### config.mk
export PLATFORM = sky130hd
export DESIGN_NAME = serial_rx
export DESIGN_NICKNAME = d
export VERILOG_FILES = /design/src/rtl/serial_pkg.sv /design/src/rtl/serial_rx_fifo.sv /design/src/rtl/serial_rx.sv
export SDC_FILE = /design/constraint.sdc
export NUM_CORES = 1
export LEC_CHECK = 0
export ABC_AREA = 1
export CORE_MARGIN = 4
export CORE_UTILIZATION = 25
export CTS_CLUSTER_DIAMETER = 60
export DETAILED_ROUTE_END_ITERATION = 6
export SETUP_SLACK_MARGIN = 0.1
export SYNTH_ARGS = -nofsm -noshare
export SYNTH_HDL_FRONTEND = slang
export SYNTH_SLANG_ARGS = --single-unit
export TNS_END_PERCENT = 5
### constraint.sdc
create_clock -name clock -period 8.2 [get_ports clock]
set_clock_uncertainty 0.2 [all_clocks]
set_input_delay 1.64 -clock clock [delete_from_list [all_inputs] [get_ports clock]]
set_output_delay 1.64 -clock clock [all_outputs]
set_load 0.02 [all_outputs]
### src/rtl/serial_pkg.sv
// rtl/serial_pkg.sv - shared types and register map for the serial receiver
package serial_pkg;

   typedef enum logic [1:0] {IDLE, START, DATA, STOP} rx_state_e;

   // Register select values, compared against addr[2]
   localparam logic REG_DATA   = 1'b0;
   localparam logic REG_STATUS = 1'b1;

   localparam int ST_NONEMPTY = 0;
   localparam int ST_OVR      = 1;
   localparam int ST_FERR     = 2;
   localparam int ST_COUNT    = 4;

endpackage

### src/rtl/serial_rx_fifo.sv
// rtl/serial_rx_fifo.sv - synchronous byte FIFO; a push at full is dropped unless a pop coincides
module serial_rx_fifo #(
   parameter  int DEPTH = 16,
   localparam int AW    = $clog2(DEPTH)
) (
   input  logic          clock,
   input  logic          reset,
   input  logic          push,
   input  logic          pop,
   input  logic [7:0]    din,
   output logic [7:0]    head,
   output logic [AW:0]   count,
   output logic          full,
   output logic          empty
);

   logic [7:0]    mem [DEPTH];
   logic [AW-1:0] wr_ptr;
   logic [AW-1:0] rd_ptr;
   logic          do_push;
   logic          do_pop;

   assign empty   = (count == '0);
   assign full    = (count == (AW+1)'(DEPTH));
   assign do_pop  = pop & ~empty;
   assign do_push = push & (~full | do_pop);
   assign head    = mem[rd_ptr];

   always_ff @(posedge clock) begin
      if (do_push) mem[wr_ptr] <= din;
   end

   always_ff @(posedge clock or posedge reset) begin
      if (reset) begin
         wr_ptr <= '0;
         rd_ptr <= '0;
         count  <= '0;
      end else begin
         if (do_push) wr_ptr <= wr_ptr + 1'b1;
         if (do_pop)  rd_ptr <= rd_ptr + 1'b1;
         count <= count + (AW+1)'(do_push) - (AW+1)'(do_pop);
      end
   end

endmodule

### src/rtl/serial_rx.sv
// rtl/serial_rx.sv - 8N1 UART receiver with receive FIFO and DATA/STATUS read registers
module serial_rx
   import serial_pkg::*;
#(
   parameter int CLK_FREQ   = 50_000_000,
   parameter int BAUD       = 115_200,
   parameter int FIFO_DEPTH = 16
) (
   input  logic        clock,
   input  logic        reset,
   input  logic        rx,
   input  logic        sel,
   input  logic        re,
   input  logic [31:0] addr,
   output logic [31:0] dout,
   output logic        irq
);

   localparam int DIV = CLK_FREQ / BAUD;
   localparam int CW  = $clog2(DIV);
   localparam int AW  = $clog2(FIFO_DEPTH);
   localparam logic [CW-1:0] HALF_BIT = CW'(DIV / 2 - 1);
   localparam logic [CW-1:0] BIT_END  = CW'(DIV - 1);

   logic          rx_m, rx_s, rx_p, start_edge;
   rx_state_e     state, state_n;
   logic [CW-1:0] cnt, cnt_n;
   logic [2:0]    bit_idx, bit_n;
   logic [7:0]    shreg, shreg_n;
   logic          push, ferr_set, pop, rd_status;
   logic          ovr, ferr, nonempty;
   logic [7:0]    fifo_head;
   logic [AW:0]   fifo_count;
   logic          fifo_full, fifo_empty;
   logic [31:0]   count_w;
   logic [3:0]    count_sat;
   logic          unused_addr;

   assign unused_addr = ^{addr[31:3], addr[1:0]};

   always_ff @(posedge clock or posedge reset) begin
      if (reset) begin
         rx_m <= 1'b1;
         rx_s <= 1'b1;
         rx_p <= 1'b1;
      end else begin
         rx_m <= rx;
         rx_s <= rx_m;
         rx_p <= rx_s;
      end
   end

   // A held-low line gives no edge, so a break cannot retrigger the frame FSM
   assign start_edge = rx_p & ~rx_s;

   always_ff @(posedge clock or posedge reset) begin
      if (reset) begin
         state   <= IDLE;
         cnt     <= '0;
         bit_idx <= '0;
         shreg   <= '0;
      end else begin
         state   <= state_n;
         cnt     <= cnt_n;
         bit_idx <= bit_n;
         shreg   <= shreg_n;
      end
   end

   always_comb begin
      state_n  = state;
      cnt_n    = cnt - 1'b1;
      bit_n    = bit_idx;
      shreg_n  = shreg;
      push     = 1'b0;
      ferr_set = 1'b0;
      case (state)
         IDLE: begin
            cnt_n = cnt;
            if (start_edge) begin
               state_n = START;
               cnt_n   = HALF_BIT;
            end
         end
         START: if (cnt == '0) begin
            if (!rx_s) begin
               state_n = DATA;
               cnt_n   = BIT_END;
               bit_n   = '0;
            end else begin
               state_n = IDLE;
               cnt_n   = '0;
            end
         end
         DATA: if (cnt == '0) begin
            shreg_n = {rx_s, shreg[7:1]};
            cnt_n   = BIT_END;
            bit_n   = bit_idx + 3'd1;
            if (bit_idx == 3'd7) state_n = STOP;
         end
         STOP: if (cnt == '0) begin
            state_n  = IDLE;
            cnt_n    = '0;
            push     = rx_s;
            ferr_set = ~rx_s;
         end
         default: state_n = IDLE;
      endcase
   end

   serial_rx_fifo #(.DEPTH(FIFO_DEPTH)) u_fifo (
      .clock (clock),
      .reset (reset),
      .push  (push),
      .pop   (pop),
      .din   (shreg),
      .head  (fifo_head),
      .count (fifo_count),
      .full  (fifo_full),
      .empty (fifo_empty)
   );

   assign nonempty  = ~fifo_empty;
   assign irq       = nonempty;
   assign pop       = sel & re & (addr[2] == REG_DATA) & nonempty;
   assign rd_status = sel & re & (addr[2] == REG_STATUS);
   assign count_w   = 32'(fifo_count);
   assign count_sat = (count_w > 32'd15) ? 4'hF : count_w[3:0];

   // Setting an error flag wins over a clearing STATUS read in the same cycle
   always_ff @(posedge clock or posedge reset) begin
      if (reset) begin
         ovr  <= 1'b0;
         ferr <= 1'b0;
      end else begin
         if (push && fifo_full && !pop) ovr <= 1'b1;
         else if (rd_status)            ovr <= 1'b0;
         if (ferr_set)       ferr <= 1'b1;
         else if (rd_status) ferr <= 1'b0;
      end
   end

   always_comb begin
      dout = '0;
      if (sel) begin
         if (addr[2] == REG_STATUS) begin
            dout[ST_NONEMPTY]     = nonempty;
            dout[ST_OVR]          = ovr;
            dout[ST_FERR]         = ferr;
            dout[ST_COUNT +: 4]   = count_sat;
         end else if (nonempty) begin
            dout[8:0] = {1'b1, fifo_head};
         end
      end
   end

endmodule

==> impl_metrics.json, run 1 <==
{
  "status": "finished, final reports clean",
  "setup_viol": 0,
  "slew_violations": 0,
  "ir_worst_vdd_mv": 0.130,
  "synth_edf_count": 128,
  "hold_viol_final": 0,
  "sw_frac_of_total": 0.360,
  "leakage_nw": 3.75,
  "yosys-top-cells-area": "edfxtp_1 (49%), nand2_1 (13%), dfrtp_1 (12%)",
  "grt-ovfl-total": 0,
  "yosysSeqAreaShare": 0.623,
  "htreeDepth": 4,
  "portBuffers": 15,
  "initial_core_util": 0.254,
  "rsz0062_at_grt": "false",
  "fin_crit_ns": 5.35,
  "clk_latency_ns": 0.43,
  "crit_type": "flop to primary output",
  "root_buffer": "clkbuf_16",
  "cts.path.max_buffers": 2,
  "critical_path_required_ns": 6.36,
  "powerDensity_nw_per_um2": 304,
  "synth-seq-cells": 168,
  "die_h_um": 184,
  "cap_viol_max_count": 0,
  "end_kind": "primary output",
  "syn_area_per_cell_sq_um": 9.89,
  "arrival_ns": 3.51,
  "antenna_found_initial": 0,
  "fin_cells": 1203,
  "rows": 64,
  "synth_top_area_frac": 0.494,
  "pwr-share-comb": 0.308,
  "clockPowerShare": 0.311,
  "drtIter0Drc": 387,
  "start_kind": "flop",
  "ant_nets": 0,
  "cts_setup_buffers": 0,
  "drive_gt1_frac": 0.0694,
  "syn_inst": 787,
  "cts_buffers": 17,
  "drt_wl_total_um": 16200,
  "track_usage": 0.0965,
  "areaGrowthSynthToFinish_pct": 13.5,
  "nets": 850,
  "p_int_w": 0.00172,
  "hold_buffers": 0,
  "slew-limit-headroom": 0.278,
  "crit_fanout": 72,
  "yosysMostFrequentCell": "nand2_1",
  "remaining_drc_errors": 0,
  "firstDrtPassIters": 5,
  "tightest_slew_ns": 1.08,
  "dieArea_sq_um": 34000,
  "io_pins": 70,
  "hpwl_um": 10000,
  "fmaxAchievable_mhz": 187,
  "antenna_cells": 0,
  "ys_async_sr_fraction": 0.238,
  "yosys.area.top_type": "edfxtp_1",
  "dp_cells": 1171,
  "holdWs_ns": 0.160,
  "cts_sinks": 168,
  "vias": 5133,
  "grt_max_degree": 73,
  "die_w_um": 184,
  "core_area_sq_um": 30700,
  "synth_common_cells": "nand2_1 (263), edfxtp_1 (128), nand3_1 (71)",
  "fill_cells": 3164,
  "clkTransAtPathRegs_ns": 0.07,
  "globalplace.congestion": 0.818,
  "ys.flop_type": "edfxtp_1",
  "final.setup.tns_ns": 0,
  "pwr-share-seq": 0.381,
  "cts_tree": "built",
  "cts_resized": 0,
  "p_sw_w": 0.000967,
  "netlist_area_sq_um": 7780,
  "min_path_type": "flop to flop",
  "synth_cell_types": 37,
  "grt_pass1_vias": 4825,
  "yosysWarnings": 0,
  "wire_per_inst_um": 13.5,
  "grt_pass1_wl_um": 25800,
  "fin_crit_sh": 0.652,
  "avgViaCountPerCell": 4.27
}
[cells by family (layout without fill, tap and decap cells)]
| logic type | count (synthesis) | after routing | synth area share |
|---|---|---|---|
| xor+xnor | 10 | 10 | 0.0113 |
| other cells | 1 | 23 | 0.000482 |
| flops | 168 | 168 | 0.623 |
| buf+inv | 124 | 122 | 0.0754 |
| simple gates | 412 | 412 | 0.219 |
| compound gates | 53 | 53 | 0.0392 |
| fa+ha+maj | 19 | 19 | 0.0315 |
[power by group through the flow]
stage / Sequential (W) / Combinational (W) / Clock (W)
floorplan: 0.00101 / 0.000649 / 0
global placement: 0.00104 / 0.000821 / 0
detailed placement: 0.00104 / 0.000831 / 0
CTS: 0.00102 / 0.000835 / 0.000849
global route: 0.00103 / 0.000945 / 0.000883
finish: 0.00102 / 0.000826 / 0.000836
[stage by stage]
stage          total power (W)  area [sq um]  worst slack, ns   util
6_report               0.00269          8830             2.85  0.288
5_1_grt                0.00286          8830             2.57  0.288
4_1_cts                0.00271          8830             2.77  0.288
3_5_place_dp           0.00187          8220             2.96  0.268
3_3_place_gp           0.00186          8220             2.98  0.268
2_1_floorplan          0.00166          7860             3.97      -
[cell type report]
type	instances	area [sq um]	area share
clock inverter	14	185	0.0210
clock buffer	18	429	0.0486
sequential	168	4850	0.549
multi-input combinational	517	2430	0.275
inverter	72	270	0.0306
tap	396	495	0.0561
timing repair buffer	18	173	0.0196
[cells in the final DEF (no fill, tap or decap), drive strengths merged, types with 2 or more instances in the layout]
| master | netlist | routed |
|---|---|---|
| o32ai | 2 | 2 |
| ha | 18 | 18 |
| o21ai | 31 | 31 |
| edfxtp | 128 | 128 |
| conb | 1 | 23 |
| a21oi | 8 | 8 |
| nor2 | 68 | 68 |
| nand3 | 74 | 74 |
| inv | 72 | 78 |
| o31ai | 2 | 2 |
| clkbuf | 4 | 18 |
| xnor2 | 3 | 3 |
| buf | 48 | 3 |
| clkdlybuf4s50 | 0 | 15 |
| bufinv | 0 | 3 |
| xor2 | 7 | 7 |
| o211ai | 5 | 5 |
| dfstp | 3 | 3 |
| clkinvlp | 0 | 2 |
| dfrtp | 37 | 37 |
| clkinv | 0 | 3 |
| nand2 | 267 | 267 |
[metal layers]
metal  routed length (um)  GRT usage  vias to the layer above
li1                     -          -                     2542
met1                 7630      0.132                     2450
met2                 7590      0.152                      114
met3                  703     0.0209                       27
met4                  324     0.0322                        0
met5                    0          0                        -
[worst paths after layout]
| check | startpoint | to | slack [ns] | cells after the start |
|---|---|---|---|---|
| setup / recovery | u_fifo.rd_ptr[0] | dout[2] | 2.85 | 10 |
| hold / removal | rx_m | rx_s | 0.16 | 0 |
| setup reg to reg | u_fifo.count[2] | u_fifo.count[4] | 5.10 | 17 |
| hold reg to reg | rx_m | rx_s | 0.16 | 0 |
| max in group asynchronous | reset | u_fifo.rd_ptr[0] | 5.99 | 3 |
| min in group asynchronous | reset | ovr | 1.44 | 3 |
[flip-flops by register name, indices dropped and copies added (netlist names), named ones only]
signal and flops:
bit_idx 3, cnt 9, ferr 1, ovr 1, rx_m 1, rx_p 1
rx_s 1, shreg 8, state 1, u_fifo.count 5, u_fifo.mem 128, u_fifo.rd_ptr 4
u_fifo.wr_ptr 4
[critical path, cell delays in order, from the launching register on]
cell	delay [ns]
dfrtp_2	0.34
buf_4	0.62
inv_2	0.66
nand2_1	0.20
nand3_1	0.10
nand3_1	0.15
nand2_1	0.12
nand2_1	0.08
nand3_1	0.11
nand2_1	0.08
clkdlybuf4s50_1	0.60
Note: power is estimated with default switching activity, not from simulation.
==> run 2, diff against run 1 <==
Clock period 8.2 ns to 4.6 ns, I/O delays scaled along.
==> run 2 against run 1 <==
Clock-buffer cell count down 1. Final cell count grew 0.42%. Final area increased by 0.68%.
==> impl_metrics.json, run 2 (synthesis gave the netlist of run 1 again) <==
{
  "dieArea_sq_um": 34000,
  "holdPathEnd": "rx_s",
  "cts_sinks": 168,
  "rsz0062_at_grt": "false",
  "fmaxAchievable_mhz": 247,
  "core_area_sq_um": 30700,
  "fin_crit_sh": 0.879,
  "wire_per_inst_um": 13.7,
  "grt_max_degree": 72,
  "slew-limit-headroom": 0.411,
  "ff2ff_path_depth": 17,
  "cts_buffers": 17,
  "htreeDepth": 4,
  "end_kind": "primary output",
  "start_kind": "flop",
  "r2r-end": "u_fifo.count[4]",
  "use_met2": 0.159,
  "crit_slowest_cell": "clkdlybuf4s50_1",
  "use_met1": 0.132,
  "min_path_cells": 0,
  "clk_latency_ns": 0.43,
  "io_pins": 70,
  "holdWs_ns": 0.159,
  "layout_commonest_cell": "nand2_1",
  "hold_viol_final": 0,
  "grt-busiest-layer": "met2",
  "cts_tree": "built",
  "root_buffer": "clkbuf_16",
  "nets": 855,
  "leakage_nw": 3.79,
  "drt_wl_total_um": 16500,
  "largest_reg_flops": 128,
  "cap_viol_max_count": 0,
  "drtIter0Drc": 385,
  "track_usage": 0.0996,
  "slew_violations": 0,
  "areaGrowthSynthToFinish_pct": 14.3,
  "drive_gt1_frac": 0.0764,
  "die_h_um": 184,
  "status": "finished, final reports clean",
  "min_path_type": "flop to flop",
  "clkTransAtPathRegs_ns": 0.07,
  "critical_path_required_ns": 3.48,
  "die_w_um": 184,
  "grt_util_met3": 0.0221,
  "crit_chain": "inv_2, buf_4, nand2_1, nand2_1, nand2_1, nand3_1, nand2_1, nand2_1, nand3_1, nand2_1, clkdlybuf4s50_1",
  "layout_common_cells": "nand2_1 (263), edfxtp_1 (128), nand3_1 (71)",
  "pwr-share-seq": 0.371,
  "arrival_ns": 2.93,
  "crit_fanout": 26,
  "globalplace.congestion": 0.831,
  "firstDrtPassIters": 4,
  "tightest_slew_ns": 0.880,
  "cts_resized": 0,
  "remaining_drc_errors": 0,
  "rows": 64,
  "grt_pass1_wl_um": 26600,
  "initial_core_util": 0.254,
  "antenna_cells": 0,
  "hold_path.startpoint": "rx_m",
  "grt-ovfl-total": 0,
  "clockPowerShare": 0.314,
  "path_common_cell": "nand2_1",
  "setup_viol": 0,
  "hold_buffers": 0,
  "final.setup.tns_ns": 0,
  "p_sw_w": 0.00176,
  "fin_crit_ns": 4.05,
  "ir_worst_vdd_mv": 0.266,
  "slowest_delay_ns": 0.60,
  "multiInputGateArea_sq_um": 2430,
  "regMostFlops": "u_fifo.mem",
  "avgViaCountPerCell": 4.28,
  "grt_pass1_vias": 5036,
  "powerDensity_nw_per_um2": 546,
  "reg2reg_from": "u_fifo.count[2]",
  "finish.instance_area_sq_um": 8890,
  "reg.largest.list": "u_fifo.mem x128, cnt x9, shreg x8",
  "cts_setup_buffers": 0,
  "pwr-share-comb": 0.315,
  "vias": 5167,
  "fill_cells": 3154,
  "sw_frac_of_total": 0.363,
  "p_int_w": 0.00309,
  "cts.path.max_buffers": 2,
  "antenna_found_initial": 0,
  "seqCellArea_sq_um": 4850,
  "place_area_sq_um": 8250,
  "hpwl_um": 10200,
  "total_power_w": 0.00485,
  "r2r_slack_ns": 1.48,
  "portBuffers": 15,
  "ant_nets": 0,
  "crit_type": "flop to primary output"
}
-- run 2: stage by stage --
step	instances	util	worst slack (ns)
after floorplan	809	-	1.59
after global placement	1176	0.269	0.823
after detailed placement	1176	0.269	0.806
after CTS	1208	0.290	0.506
after global routing	1208	0.290	0.268
final	1208	0.290	0.554
-- run 2: worst max-delay path: cells and delay by family, from the launching register on --
kind / cells / cell delay (ns)
AND/OR/NAND/NOR: 8 / 0.70
flip-flops: 1 / 0.41
buffers and inverters: 3 / 1.38
-- run 2: power by group through the flow --
stage | Sequential (W) | Combinational [W] | Clock, W
floorplan | 0.00180 | 0.00116 | 0
global placement | 0.00183 | 0.00152 | 0
detailed placement | 0.00183 | 0.00154 | 0
CTS | 0.00180 | 0.00155 | 0.00155
global route | 0.00181 | 0.00175 | 0.00162
finish | 0.00180 | 0.00153 | 0.00152
-- run 2: final cells by class --
type / count / share of cell area
Sequential cell: 168 / 0.546
Multi-Input combinational cell: 517 / 0.273
Tap cell: 396 / 0.0557
Clock buffer: 17 / 0.0479
Inverter: 72 / 0.0304
Clock inverter: 15 / 0.0238
Timing Repair Buffer: 23 / 0.0236
-- run 2: worst max-delay path by stage --
| stage | start | to | slack [ns] | cells after the start |
|---|---|---|---|---|
| after floorplan | u_fifo.count[2] | u_fifo.count[4] | 1.59 | 17 |
| after global placement | sel | dout[3] | 0.82 | 6 |
| after detailed placement | sel | dout[3] | 0.81 | 6 |
| after CTS | u_fifo.rd_ptr[0] | dout[1] | 0.51 | 11 |
| after global routing | u_fifo.rd_ptr[0] | dout[1] | 0.27 | 11 |
| final | u_fifo.rd_ptr[0] | dout[1] | 0.55 | 11 |
-- run 2: layer usage --
layer,share of wire,vias to the layer above
met5,0,-
met4,0.027,0
met3,0.047,32
met2,0.46,119
met1,0.46,2463
li1,-,2553
==> run 3, diff against run 2 <==
Settings changed: CORE_UTILIZATION 25 to 52, PLACE_DENSITY set to 0.76, SLEW_MARGIN set to 20.
==> run 3 against run 2 <==
Final cell count shrank 18%. Die area is 50% lower. Via count increased by 0.27%. Critical endpoint is now dout[3]. Highest routed layer unchanged.
==> impl_metrics.json, run 3 (synthesis gave the netlist of run 1 again) <==
{
  "die_h_um": 130,
  "vias": 5181,
  "met2_length_um": 7740,
  "initial_core_util": 0.533,
  "fin_cells": 994,
  "dp_cells": 962,
  "dieArea_sq_um": 17000,
  "cts_buffers": 17,
  "die_w_um": 130,
  "regMostFlops": "u_fifo.mem",
  "cts.path.max_buffers": 2,
  "setup_viol": 0,
  "grt_pass1_wl_um": 25700,
  "slew_violations": 0,
  "globalplace.congestion": 0.868,
  "clk_latency_ns": 0.43,
  "drive_gt1_frac": 0.0741,
  "cts_sinks": 168,
  "areaGrowthSynthToFinish_pct": 10.7,
  "track_usage": 0.201,
  "fill_cells": 1159,
  "cts_resized": 0,
  "htreeDepth": 4,
  "io_pins": 70,
  "end_kind": "primary output",
  "leakage_nw": 3.78,
  "largest_reg_flops": 128,
  "rows": 44,
  "hold_buffers": 0,
  "cap_viol_max_count": 0,
  "powerDensity_nw_per_um2": 560,
  "fin_crit_sh": 0.866,
  "grt_max_degree": 72,
  "slew-limit-headroom": 0.414,
  "layout_commonest_cell": "nand2_1",
  "avgViaCountPerCell": 5.21,
  "wl_met3_um": 1030,
  "dr.max_layer_used": "met4",
  "antenna_found_initial": 0,
  "fmaxAchievable_mhz": 251,
  "drtIter0Drc": 510,
  "ant_nets": 0,
  "layout_common_cells": "nand2_1 (263), edfxtp_1 (128), nand3_1 (71)",
  "root_buffer": "clkbuf_16",
  "cts_setup_buffers": 0,
  "core_area_sq_um": 14600,
  "arrival_ns": 2.86,
  "nets": 853,
  "hold_viol_final": 0,
  "wire_per_inst_um": 16.1,
  "wl_met1_um": 6830,
  "grt-ovfl-total": 0,
  "portBuffers": 15,
  "cts_tree": "built",
  "hpwl_um": 9730,
  "drt_wl_total_um": 16000,
  "min_path_type": "flop to flop",
  "status": "finished, final reports clean",
  "tightest_slew_ns": 0.876,
  "fin_crit_ns": 3.98,
  "grt_pass1_vias": 4937,
  "ir_worst_vdd_mv": 0.428,
  "final.setup.tns_ns": 0,
  "reg.largest.list": "u_fifo.mem x128, cnt x9, shreg x8",
  "antenna_cells": 0,
  "remaining_drc_errors": 0,
  "rsz0062_at_grt": "false",
  "clkTransAtPathRegs_ns": 0.06,
  "start_kind": "flop",
  "firstDrtPassIters": 5,
  "crit_fanout": 42,
  "crit_type": "flop to primary output",
  "critical_path_required_ns": 3.48
}
==> run 3: worst max-delay path, stage by stage (launching register included) <==
cell and delay, ns:
dfrtp_1 0.39, inv_2 0.58, o211ai_1 0.21, nand3_1 0.14, nand3_1 0.12, a21oi_1 0.30
clkdlybuf4s50_1 0.66
==> run 3: per-stage QoR <==
stage | instance area, sq um | setup WS (ns) | power [W] | util | hold slack, ns
finish | 8610 | 0.617 | 0.00482 | 0.590 | 0.158
global route | 8610 | 0.488 | 0.00511 | 0.590 | 0.162
CTS | 8610 | 0.615 | 0.00483 | 0.590 | 0.161
detailed placement | 8000 | 0.789 | 0.00335 | 0.548 | 0.152
global placement | 8000 | 0.780 | 0.00333 | 0.548 | 0.146
floorplan | 7860 | 1.59 | 0.00296 | - | 0.145
==> run 3: final cells by class <==
cell class,count,area (sq um),area share
repair buffers,21,220,0.0256
well taps,184,230,0.0267
flip-flops and latches,168,4850,0.563
inverters,72,270,0.0314
clock buffers,17,425,0.0494
multi-input cells,517,2430,0.282
clock inverters,15,188,0.0218
==> run 3: per-layer routing <==
metal,global-route usage,vias up
li1,-,2550
met1,0.269,2424
met2,0.317,172
met3,0.0491,35
met4,0.0844,0
met5,0,-
==> run 3: path summary, 6_finish.rpt <==
path                             startpoint          endpoint  slack (ns)  depth (start not counted)
max                        u_fifo.rd_ptr[1]           dout[3]        0.62                          6
min                                    rx_m              rx_s        0.16                          0
max reg2reg                 u_fifo.count[2]   u_fifo.count[4]        1.50                         17
min reg2reg                            rx_m              rx_s        0.16                          0
max in group asynchronous             reset  u_fifo.rd_ptr[0]        3.12                          3
min in group asynchronous             reset   u_fifo.count[4]        0.72                          3
==> run 3: where the power goes <==
group          switching, W  internal [W]  total (W)
combinational       0.00103      0.000513    0.00154
clock              0.000609      0.000866    0.00147
sequential        0.0000886       0.00171    0.00180
